## src/rtl/seq_chunk_adder.sv

```systemverilog
// Multi-cycle adder/subtractor: walks a WIDTH-bit operand pair through one
// CHUNK-bit adder slice, LSB chunk first, with valid/ready on both sides.
module seq_chunk_adder #(
   parameter int WIDTH = 16,
   parameter int CHUNK = 4
) (
   input  logic             clk,
   input  logic             rst,
   input  logic             in_valid,
   output logic             in_ready,
   input  logic [WIDTH-1:0] a,
   input  logic [WIDTH-1:0] b,
   input  logic             cin,
   input  logic             sub,
   output logic             out_valid,
   input  logic             out_ready,
   output logic [WIDTH-1:0] sum,
   output logic             cout,
   output logic             ovf
);

   localparam int NCHUNK = WIDTH / CHUNK;
   localparam int CW     = (NCHUNK > 1) ? $clog2(NCHUNK) : 1;

   if (WIDTH < 1 || CHUNK < 1 || (WIDTH % CHUNK) != 0) begin : gBadParams
      $error("seq_chunk_adder: CHUNK must divide WIDTH exactly");
   end

   typedef enum logic [1:0] {IDLE, RUN, DONE} stateType;

   stateType         state;
   logic [WIDTH-1:0] opA;
   logic [WIDTH-1:0] opB;
   logic             carry;
   logic [CW-1:0]    chunkIdx;
   logic [CHUNK-1:0] sliceA;
   logic [CHUNK-1:0] sliceB;
   logic [CHUNK:0]   sliceSum;
   logic             msbCarryIn;
   logic             lastChunk;

   // Operands shift right each cycle, so the active chunk always sits in the low bits.
   assign sliceA     = opA[CHUNK-1:0];
   assign sliceB     = opB[CHUNK-1:0];
   assign sliceSum   = {1'b0, sliceA} + {1'b0, sliceB} + {{CHUNK{1'b0}}, carry};
   assign msbCarryIn = sliceA[CHUNK-1] ^ sliceB[CHUNK-1] ^ sliceSum[CHUNK-1];
   assign lastChunk  = (chunkIdx == CW'(NCHUNK - 1));

   // Handshake FSM; subtraction is folded into the latched operand as a + ~b + !cin.
   always_ff @(posedge clk or posedge rst) begin
      if (rst) begin
         state     <= IDLE;
         in_ready  <= 1'b1;
         out_valid <= 1'b0;
         sum       <= '0;
         cout      <= 1'b0;
         ovf       <= 1'b0;
         opA       <= '0;
         opB       <= '0;
         carry     <= 1'b0;
         chunkIdx  <= '0;
      end else begin
         case (state)
            IDLE: begin
               if (in_valid) begin
                  opA      <= a;
                  opB      <= sub ? ~b : b;
                  carry    <= sub ? ~cin : cin;
                  chunkIdx <= '0;
                  in_ready <= 1'b0;
                  state    <= RUN;
               end
            end
            RUN: begin
               opA      <= opA >> CHUNK;
               opB      <= opB >> CHUNK;
               sum      <= (sum >> CHUNK) | (WIDTH'(sliceSum[CHUNK-1:0]) << (WIDTH - CHUNK));
               carry    <= sliceSum[CHUNK];
               chunkIdx <= chunkIdx + CW'(1);
               if (lastChunk) begin
                  cout      <= sliceSum[CHUNK];
                  ovf       <= msbCarryIn ^ sliceSum[CHUNK];
                  out_valid <= 1'b1;
                  state     <= DONE;
               end
            end
            DONE: begin
               if (out_ready) begin
                  out_valid <= 1'b0;
                  in_ready  <= 1'b1;
                  state     <= IDLE;
               end
            end
            default: begin
               out_valid <= 1'b0;
               in_ready  <= 1'b1;
               state     <= IDLE;
            end
         endcase
      end
   end

endmodule

```

## config.mk

```make
export PLATFORM = sky130hd
export DESIGN_NAME = seq_chunk_adder
export DESIGN_NICKNAME = d
export VERILOG_FILES = /design/src/rtl/seq_chunk_adder.sv
export SDC_FILE = /design/constraint.sdc
export NUM_CORES = 1
export LEC_CHECK = 0
export BUFFER_PORTS_ARGS = -buffer_cell sky130_fd_sc_hd__buf_2
export CAP_MARGIN = 5
export CORE_AREA = 2 2 89 91
export DETAILED_ROUTE_END_ITERATION = 10
export DIE_AREA = 0 0 91 93
export SLEW_MARGIN = 20
export SYNTH_ARGS = -nofsm -noshare
export SYNTH_HDL_FRONTEND = slang
export SYNTH_SLANG_ARGS = --single-unit
```

## constraint.sdc

```tcl
create_clock -name clk -period 3.4 [get_ports clk]
set_clock_uncertainty 0.05 [all_clocks]
set_input_delay 0 -clock clk [delete_from_list [all_inputs] [get_ports clk]]
set_output_delay 0 -clock clk [all_outputs]
set_load 0.05 [all_outputs]
```

==> results by group <==
Outcome
  – Run status: completed

Drt
  – TritonRoute pass-1 iters: 5
  – Initial drt markers: 90
  – Final wirelength: 6010 microns
  – Vias: 2208
  – DRC Markers: 0
  – Vias/cell: 4.82
  – Remaining antenna violation count after routing: 0
  – Post-DR wirelength/cell: 13.1 microns

Clock tree
  – Inserted Clock Buffers: 9
  – Clock root buffer: clkbuf_8
  – Clock Pin Slew Worst Setup and Hold Paths: 0.06 ns
  – CTS sink count: 57
  – H-tree depth: 3
  – Clk_lat worst skew: 0.33 ns
  – CTS resizes: 0
  – CTS Buffer Depth: 2
  – CTS tree: yes

Floorplanning
  – Initial Util: 36.6%
  – # rows: 32
  – # IOs: 58
  – Die area: 8460 sq um
  – Chip width: 91 microns
  – Core area: 7530 sq um
  – Die height: 93 microns

Hold path
  – Worst min-delay path class: input pin to flip-flop
  – WHS Endpoint: opA[8]$_DFFE_PP0P_
  – Hold depth: 4
  – Min-delay src: a[8]

Critical path
  – Crit path max-delay family: flip-flops
  – Startpoint Class: flip-flop
  – CP max-delay cell: dfrtp_1
  – Critical Path AT: 2.18 ns
  – Reg2Reg Depth: 3
  – Nature of the critical path endpoint: flip-flop
  – CP Cell Sequence: buf_4 > nand2b_1 > o21ai_0
  – Flop-to-flop setup slack: 1.35 ns
  – Critical path's largest stage delay: 0.69 ns
  – CP required: 3.53 ns
  – Crit path depth: 3
  – Crit Path Max Fanout: 21
  – Type of the worst setup path: flip-flop to flip-flop
  – FF-to-FF Start: state[1]$_DFFE_PP0P_
  – Reg-to-reg endpoint: sum[14]$_DFFE_PP0P_
  – Crit path buf inv count: 1

Timing
  – Crit share post-route: 60.3%
  – Max Clock Freq: 0.488 GHz
  – Max Slew Vio Count: 0
  – RSZ-0062 raised after global routing: false
  – Final worst path period need: 2.05 ns
  – Hold Fails Final Rpt: 0
  – Hold WS: 0.0211 ns
  – Setup_tns: 0 ns
  – Final setup vio count: 0
  – Slew HR: 43.3%
  – Slew @ Worst Pin: 0.848 ns

Global routing
  – Antenna violations before repair: 0
  – Grt ovf: 0
  – Vias in the first global route: 2113
  – First-pass GRT wire length: 10100 microns
  – Largest net degree at the start of global routing: 36
  – Global Route Usage Sum: 15.2%

Cells and area
  – # diodes: 0
  – Share of cells above drive strength 1: 21.1%
  – Final non-filler cell area: 3420 sq um
  – Area growth, synth to finish: 24.2%
  – Non-Filler Instances: 458
  – Nets: 396

Synthesis
  – Sequential area share after synthesis: 51.8%
  – Yosys top cell area share: 50.9%
  – Top post-synthesis cells by area: dfrtp_1 (51%), nand2_1 (8.7%), a21oi_1 (5.1%)
  – Post-Syn Area: 2750 sq um
  – Largest area contributor in the netlist: dfrtp_1
  – Cells after Synth: 284
  – Yosys cell types: 29
  – Synthesized net count: 328
  – Synth Register Bits: 57
  – Syn avg cell area: 9.70 sq um
  – Synthesis Warnings: 0

Power and ir drop
  – Clock power frac: 17.5%
  – Sw frac: 44.6%
  – Worst vdd ir: 0.352 mV
  – Static leakage: 1.64 nW
  – Seq pwr share: 36.0%
  – Pint: 1.88 mW
  – Cell Pwr Density: 992 nW/um^2
  – Sw Pwr: 1.51 mW
  – Logic pwr share: 46.6%

Placed design
  – Cell total after placement: 428
  – Placer Congestion: 0.763
  – Post-DP Area: 3090 sq um
  – Number of I/O port buffers: 57
  – Post-DP HPWL: 4040 microns

Job
  – # Max-Cap Violations: 0
==> flip-flops by register name (all words and copies together) (netlist names) <==
register and cells:
opB 16, opA 16, chunkIdx 2, carry 1, in_ready 1, state 2, out_valid 1, ovf 1
sum 16, cout 1
==> kinds of logic (layout without fill, tap and decap cells) <==
logic type      Yosys count  in the layout  share of synthesized area (%)
compound gates           76             76                           16.8
xor+xnor                 20             20                           6.36
buf+inv                  23             95                           4.36
simple gates            102            102                           17.4
fa+ha+maj                 6              6                           3.27
flops                    57             57                           51.8
==> layout make-up <==
cell class,count,area [sq um]
clock buffers,12,135
clock inverters,3,42.5
fillers,775,4110
inverters,4,15.0
multi-input cells,204,1210
flip-flops and latches,57,1430
well taps,102,128
repair buffers,76,465
==> Yosys cell counts, drive strengths merged <==
library cell / n
nand2: 64
dfrtp: 56
a21oi: 28
o21ai: 23
nor2b: 18
xnor2: 13
buf: 12
o22a: 11
and3b: 7
clkbuf: 7
nor2: 7
xor2: 7
a22oi: 6
a22o: 5
ha: 4
inv: 4
nand2b: 3
fa: 2
a21o: 1
and2b: 1
dfstp: 1
nor3: 1
o22ai: 1
o2bb2ai: 1
or2: 1
==> worst max-delay path by stage <==
stage	startpoint	end	slack, ns
2_1_floorplan	opA[0]$_DFFE_PP0P_	ovf$_DFFE_PP0P_	1.72
6_report	state[1]$_DFFE_PP0P_	sum[14]$_DFFE_PP0P_	1.35
4_1_cts	state[1]$_DFFE_PP0P_	sum[14]$_DFFE_PP0P_	1.34
5_1_grt	state[1]$_DFFE_PP0P_	sum[14]$_DFFE_PP0P_	1.21
3_5_place_dp	state[1]$_DFFE_PP0P_	sum[14]$_DFFE_PP0P_	1.36
3_3_place_gp	state[1]$_DFFE_PP0P_	sum[15]$_DFFE_PP0P_	1.48
==> layer usage <==
| layer | GRT usage (%) | vias up | wire, microns |
|---|---|---|---|
| met2 | 23.6 | 53 | 2750 |
| met3 | 4.51 | 6 | 292 |
| met1 | 20.4 | 1056 | 2900 |
| met5 | 0 | - | 0 |
| met4 | 5.30 | 0 | 68 |
| li1 | - | 1093 | - |
==> worst register-to-register path, delay by kind of cell, from the launching register on <==
family / cells / cell delay [ns]
compound gates: 1 / 0.21
buf+inv: 1 / 0.35
flops: 1 / 0.69
simple gates: 1 / 0.61
==> repair_timing <==
item,4_1_cts,5_1_grt
hold endpoints to repair,49,0
hold buffers,15,0
setup buffers,0,0
==> power by group through the flow <==
stage	Sequential, mW	Clock [mW]	Combinational, mW
2_1_floorplan	1.53	0	0.937
3_3_place_gp	1.23	0	1.55
3_5_place_dp	1.23	0	1.58
4_1_cts	1.22	0.606	1.60
5_1_grt	1.27	0.643	1.76
6_report	1.22	0.592	1.58
==> placed cells by master (no fill, tap or decap), drive strengths merged, types with 2 or more instances in the layout <==
master       synthesis  layout
inv                  4       4
o21ai               23      23
o22a                11      11
nand2b               3       3
nor2                 7       7
xnor2               13      13
dlygate4sd3          0      15
nand2               64      64
fa                   2       2
a22oi                6       6
buf                 12      61
ha                   4       4
a22o                 5       5
nor2b               18      18
dfrtp               56      56
and3b                7       7
xor2                 7       7
a21oi               28      28
clkbuf               7      12
==> per-stage QoR <==
stage	power (mW)	setup slack [ns]	utilization, %
final	3.39	1.35	45.4
after global routing	3.67	1.21	45.4
after CTS	3.42	1.34	45.4
after detailed placement	2.81	1.36	41.1
after global placement	2.78	1.48	41.1
after floorplan	2.46	1.72	-
Power figures use the tool's default switching activity.
